**src/rtl/mem_ctrl_pkg.sv**
```systemverilog
// Shared types for the memory request path: FSM state encoding and the
// request record carried through the request FIFO.
package mem_ctrl_pkg;

  localparam int MEM_ADDR_W = 4;
  localparam int MEM_DATA_W = 8;

  typedef enum logic [1:0] {
    IDLE,
    WRITE,
    READ,
    RD_WAIT
  } state_e;

  typedef struct packed {
    logic                  wr;
    logic [MEM_ADDR_W-1:0] addr;
    logic [MEM_DATA_W-1:0] wdata;
  } mem_req_t;

endpackage

```
**src/rtl/req_fifo.sv**
```systemverilog
// In-order request buffer. The head entry is read combinationally so the
// issuing FSM can pop and drive the memory in the same edge.
module req_fifo
  import mem_ctrl_pkg::*;
#(
  parameter int  DEPTH = 4,
  localparam int PTR_W = $clog2(DEPTH)
) (
  input  logic           clk,
  input  logic           reset,
  input  logic           push,
  input  mem_req_t       push_data,
  input  logic           pop,
  output mem_req_t       head,
  output logic           full,
  output logic           empty,
  output logic [PTR_W:0] count
);

  mem_req_t         mem_reg [DEPTH];
  logic [PTR_W-1:0] wr_ptr_reg;
  logic [PTR_W-1:0] rd_ptr_reg;
  logic [PTR_W:0]   count_reg;
  logic             do_push;
  logic             do_pop;

  assign full    = (count_reg == (PTR_W+1)'(DEPTH));
  assign empty   = (count_reg == '0);
  assign count   = count_reg;
  assign head    = mem_reg[rd_ptr_reg];
  assign do_push = push && !full;
  assign do_pop  = pop && !empty;

  // Storage carries no reset so it maps onto distributed RAM.
  always_ff @(posedge clk) begin
    if (do_push) mem_reg[wr_ptr_reg] <= push_data;
  end

  always_ff @(posedge clk) begin
    if (reset) begin
      wr_ptr_reg <= '0;
      rd_ptr_reg <= '0;
      count_reg  <= '0;
    end else begin
      if (do_push) wr_ptr_reg <= wr_ptr_reg + 1'b1;
      if (do_pop)  rd_ptr_reg <= rd_ptr_reg + 1'b1;
      case ({do_push, do_pop})
        2'b10:   count_reg <= count_reg + 1'b1;
        2'b01:   count_reg <= count_reg - 1'b1;
        default: count_reg <= count_reg;
      endcase
    end
  end

endmodule

```
**src/rtl/mem_access_ctrl.sv**
```systemverilog
// Request stage for a single-port memory: buffers requests, issues them in
// order as one-cycle rd_en/wr_en pulses and returns read data on rsp_valid.
module mem_access_ctrl
  import mem_ctrl_pkg::*;
#(
  parameter int ADDR_W     = MEM_ADDR_W,
  parameter int DATA_W     = MEM_DATA_W,
  parameter int FIFO_DEPTH = 4,
  parameter int RD_LAT     = 1
) (
  input  logic              clk,
  input  logic              reset,
  input  logic              req_valid,
  output logic              req_ready,
  input  logic              req_wr,
  input  logic [ADDR_W-1:0] req_addr,
  input  logic [DATA_W-1:0] req_wdata,
  output logic              rsp_valid,
  output logic [DATA_W-1:0] rsp_rdata,
  output logic [ADDR_W-1:0] addr,
  output logic              wr_en,
  output logic              rd_en,
  output logic [DATA_W-1:0] wdata,
  input  logic [DATA_W-1:0] rdata,
  output logic              busy
);

  localparam int CNT_W = $clog2(FIFO_DEPTH) + 1;

  state_e           state_reg;
  logic [1:0]       wait_reg;
  mem_req_t         push_req;
  mem_req_t         head;
  logic             fifo_full;
  logic             fifo_empty;
  logic [CNT_W-1:0] fifo_count;
  logic             issue_slot;
  logic             pop;

  assign push_req = '{wr: req_wr, addr: req_addr, wdata: req_wdata};

  req_fifo #(.DEPTH(FIFO_DEPTH)) u_fifo (
    .clk       (clk),
    .reset     (reset),
    .push      (req_valid),
    .push_data (push_req),
    .pop       (pop),
    .head      (head),
    .full      (fifo_full),
    .empty     (fifo_empty),
    .count     (fifo_count)
  );

  assign req_ready = !fifo_full;
  assign busy      = (fifo_count != '0) || (state_reg != IDLE);

  // A new request may be issued from IDLE, after a write, or on the final
  // wait cycle of a read (overlapping the response strobe).
  assign issue_slot = (state_reg == IDLE) || (state_reg == WRITE) ||
                      ((state_reg == RD_WAIT) && (wait_reg == '0));
  assign pop        = issue_slot && !fifo_empty;

  always_ff @(posedge clk) begin
    if (reset) begin
      state_reg <= IDLE;
      wait_reg  <= '0;
      addr      <= '0;
      wdata     <= '0;
      wr_en     <= 1'b0;
      rd_en     <= 1'b0;
      rsp_valid <= 1'b0;
      rsp_rdata <= '0;
    end else begin
      wr_en     <= 1'b0;
      rd_en     <= 1'b0;
      rsp_valid <= 1'b0;
      case (state_reg)
        WRITE: state_reg <= IDLE;
        READ: begin
          state_reg <= RD_WAIT;
          wait_reg  <= 2'(RD_LAT - 1);
        end
        RD_WAIT: begin
          if (wait_reg != '0) begin
            wait_reg <= wait_reg - 1'b1;
          end else begin
            rsp_valid <= 1'b1;
            rsp_rdata <= rdata;
            state_reg <= IDLE;
          end
        end
        default: state_reg <= IDLE;
      endcase
      // Issue overrides the fall-back to IDLE; only one enable is ever loaded.
      if (pop) begin
        state_reg <= head.wr ? WRITE : READ;
        addr      <= head.addr;
        wr_en     <= head.wr;
        rd_en     <= !head.wr;
        if (head.wr) wdata <= head.wdata;
      end
    end
  end

endmodule

```
**config.mk**
```make
export PLATFORM = sky130hd
export DESIGN_NAME = mem_access_ctrl
export DESIGN_NICKNAME = d
export VERILOG_FILES = /design/src/rtl/mem_ctrl_pkg.sv /design/src/rtl/req_fifo.sv /design/src/rtl/mem_access_ctrl.sv
export SDC_FILE = /design/constraint.sdc
export NUM_CORES = 1
export LEC_CHECK = 0
export CAP_MARGIN = 5
export CORE_UTILIZATION = 46
export CTS_CLUSTER_DIAMETER = 200
export CTS_CLUSTER_SIZE = 20
export DETAILED_ROUTE_END_ITERATION = 10
export MAX_ROUTING_LAYER = met4
export PLACE_DENSITY = 0.79
export SYNTH_ARGS = -nofsm -noshare
export SYNTH_HDL_FRONTEND = slang
export SYNTH_SLANG_ARGS = --single-unit
```
**constraint.sdc**
```tcl
create_clock -name clk -period 4.2 [get_ports clk]
set_clock_uncertainty 0.2 [all_clocks]
set_input_delay 0.84 -clock clk [delete_from_list [all_inputs] [get_ports clk]]
set_output_delay 0.84 -clock clk [all_outputs]
set_load 0.02 [all_outputs]
```
==> flow_metrics.env <==
export IMPL_cpLargestDelayFamily="simple AND/OR/NAND/NOR gates"
export IMPL_tightestPinTransition_ns=0.898
export IMPL_grt_antenna_before_repair=0
export IMPL_syn_area_per_cell_um2=14.2
export IMPL_dr_total_vias=2006
export IMPL_fin_crit_sh_pct=75.8
export IMPL_dieArea_mm2=0.00773
export IMPL_synth_area_mm2=0.00340
export IMPL_comb_power_share_pct=30.5
export IMPL_p_leak_uw=0.00144
export IMPL_ys_seq_elements=88
export IMPL_ys_async_sr_fraction_pct=0
export IMPL_slowest_stage="clkdlybuf4s50_1"
export IMPL_grt_pass1_wl_um=9490
export IMPL_setup_tns_ns=0
export IMPL_hold_viol_final=0
export IMPL_crit_top_cell="or3_1"
export IMPL_nets=318
export IMPL_cts_setup_buffers=0
export IMPL_drv_slew=0
export IMPL_synthCells=239
export IMPL_rsz0062_at_grt="no"
export IMPL_synthTopCellsByArea="edfxtp_1, dfxtp_1, mux4_2"
export IMPL_groute_usage_overall_pct=17.8
export IMPL_cp_arrival_ns=2.14
export IMPL_synth_top_area_share_pct=46.0
export IMPL_critPathLaunchType="flop"
export IMPL_clkPwrFrac_pct=23.5
export IMPL_synth_edf_count=52
export IMPL_cts_resized_gates=0
export IMPL_io_buffer_count=48
export IMPL_place_gp_congestion=0.739
export IMPL_status="finished, final reports clean"
export IMPL_finalInstanceArea_mm2=0.00415
export IMPL_end_kind="primary output"
export IMPL_cts_buffer_depth=2
export IMPL_routedWlPerCell_um=15.4
export IMPL_h_tree_depth=3
export IMPL_max_freq_mhz=314
export IMPL_antenna_cells=0
export IMPL_largest_register_ffs=52
export IMPL_layout_drive_gt1_share_pct=10.6
export IMPL_worstPathCellList="or3_1 -> or3_1 -> clkdlybuf4s50_1"
export IMPL_finalCriticalPeriod_ns=3.18
export IMPL_dpl_cell_area_mm2=0.00395
export IMPL_crit_fanout=8
export IMPL_drt_iter0_drc=158
export IMPL_power_density_mw_per_mm2=603
export IMPL_start_util_pct=48.9
export IMPL_path_class="flop to primary output"
export IMPL_synth_cell_type_count=32
export IMPL_crit_required_ns=3.16
export IMPL_synthTopCellsByCount="edfxtp_1, dfxtp_1, a21oi_1"
export IMPL_core_area_mm2=0.00694
export IMPL_path_clk_slew_ns=0.09
export IMPL_hold_ws_ns=0.259
export IMPL_die_h_um=87.9
export IMPL_drt_total_wl_um=5990
export IMPL_path_buf_inv=1
export IMPL_drtAntennaViolNets=0
export IMPL_fp_row_count=30
export IMPL_first_global_vias=1906
export IMPL_path_depth=3
export IMPL_max_cap_violations=0
export IMPL_swShare_pct=32.1
export IMPL_yosysTopAreaCell="edfxtp_1"
export IMPL_irDropWorstVdd_mv=0.216
export IMPL_finalSetupViolCount=0
export IMPL_hp_class="flop to flop"
export IMPL_cts_buffers=9
export IMPL_dp_hpwl_um=4020
export IMPL_pin_count=49
export IMPL_synth_most_common_cell="edfxtp_1"
export IMPL_tritoncts="yes"
export IMPL_relSlewSlack_pct=40.0
export IMPL_detail_route_vias_per_cell=5.17
export IMPL_drtPass1Iterations=4
export IMPL_yosysWarnings=0
export IMPL_cts_sinks=88
export IMPL_cts_root_buf="clkbuf_8"
export IMPL_synth_main_ff_cell="edfxtp_1"
export IMPL_seqPwrFrac_pct=46.0
export IMPL_grt_overflow_total=0
export IMPL_instances_no_fill=388
export IMPL_switching_power_uw=802
export IMPL_post_route_drc_count=0
export IMPL_reg2regPathDepth=11
export IMPL_grt_max_degree=27
export IMPL_slowest_delay_ns=0.55
export IMPL_power_internal_uw=1700
export IMPL_place_inst=372
export IMPL_whs_path_depth=2
export IMPL_clk_latency_ns=0.36
export IMPL_cts_hold_buf=0
export IMPL_dieWidth_um=87.9
export IMPL_syn2layout_area_growth_pct=22.3
export IMPL_syn_nets=270
export IMPL_ys_seq_area_share_pct=67.2
[stage by stage]
| stage | util [%] | setup slack [ns] | total power [µW] |
|---|---|---|---|
| after floorplan | - | 1.70 | 1670 |
| after global placement | 56.8 | 1.26 | 1900 |
| after detailed placement | 56.8 | 1.21 | 1940 |
| after CTS | 59.8 | 1.01 | 2520 |
| after global routing | 59.8 | 0.935 | 2630 |
| final | 59.8 | 1.02 | 2500 |
[final cells by class]
| type | instances | area (µm²) |
|---|---|---|
| multi-input cells | 130 | 1020 |
| well taps | 96 | 120 |
| flip-flops and latches | 88 | 2280 |
| fillers | 535 | 2790 |
| clock inverters | 5 | 32.5 |
| inverters | 9 | 33.8 |
| clock buffers | 11 | 174 |
| repair buffers | 49 | 488 |
[layout by cell type, fill, tap and decap left out, types with 2 or more instances in the layout]
cell type | netlist | routed
edfxtp_1 | 52 | 52
xor2_1 | 2 | 2
inv_4 | 0 | 3
nor3_1 | 2 | 2
a21o_1 | 2 | 2
and3_1 | 5 | 5
ha_1 | 6 | 6
inv_1 | 9 | 9
dfxtp_1 | 36 | 36
nand2_1 | 21 | 21
mux2i_1 | 8 | 8
nor2_1 | 5 | 5
nand3_1 | 8 | 8
nand2b_1 | 16 | 16
o21ai_0 | 6 | 6
or3_1 | 5 | 5
clkbuf_16 | 0 | 2
clkdlybuf4s50_1 | 0 | 48
mux4_2 | 12 | 12
a21oi_1 | 22 | 22
clkbuf_8 | 0 | 9
[metal layers]
| layer | GRT usage [%] | vias to the layer above | part of all wire (%) |
|---|---|---|---|
| met5 | - | - | 0 |
| met4 | 11.6 | 0 | 3.1 |
| met3 | 3.30 | 16 | 3.8 |
| met2 | 26.2 | 55 | 49 |
| met1 | 22.5 | 966 | 44 |
| li1 | - | 969 | - |
[worst reg2reg max path: cells and delay by family, from the launching register on]
kind                     cells  cell delay, ns
AND/OR/NAND/NOR              2            0.46
XOR/XNOR                     1            0.18
buffers and inverters        3            0.20
adder cells (fa/ha/maj)      3            0.77
AO/OA/AOI/OAI                2            0.44
flip-flops                   1            0.33
[kinds of logic after synthesis]
group / share of synthesized area, %
mux: 11.1
flops: 67.2
simple gates: 10.1
fa+ha+maj: 2.80
xor+xnor: 0.516
compound gates: 5.53
buf+inv: 2.73
[power by group through the flow]
stage | combinational (µW) | sequential, µW | clock [µW]
after floorplan | 468 | 1200 | 0
after global placement | 739 | 1160 | 0
after detailed placement | 764 | 1170 | 0
after CTS | 768 | 1150 | 600
after global routing | 820 | 1170 | 639
final | 762 | 1150 | 589
[final timing paths]
check,from,slack [ns],endpoint
setup reg to reg,wait_reg[0],1.57,u_fifo.count[2]
hold reg to reg,rsp_rdata[0],0.26,rsp_rdata[0]
hold / removal,rsp_rdata[0],0.26,rsp_rdata[0]
setup / recovery,u_fifo.count[2],1.02,busy
No activity file was read; power rests on OpenSTA's default activity.
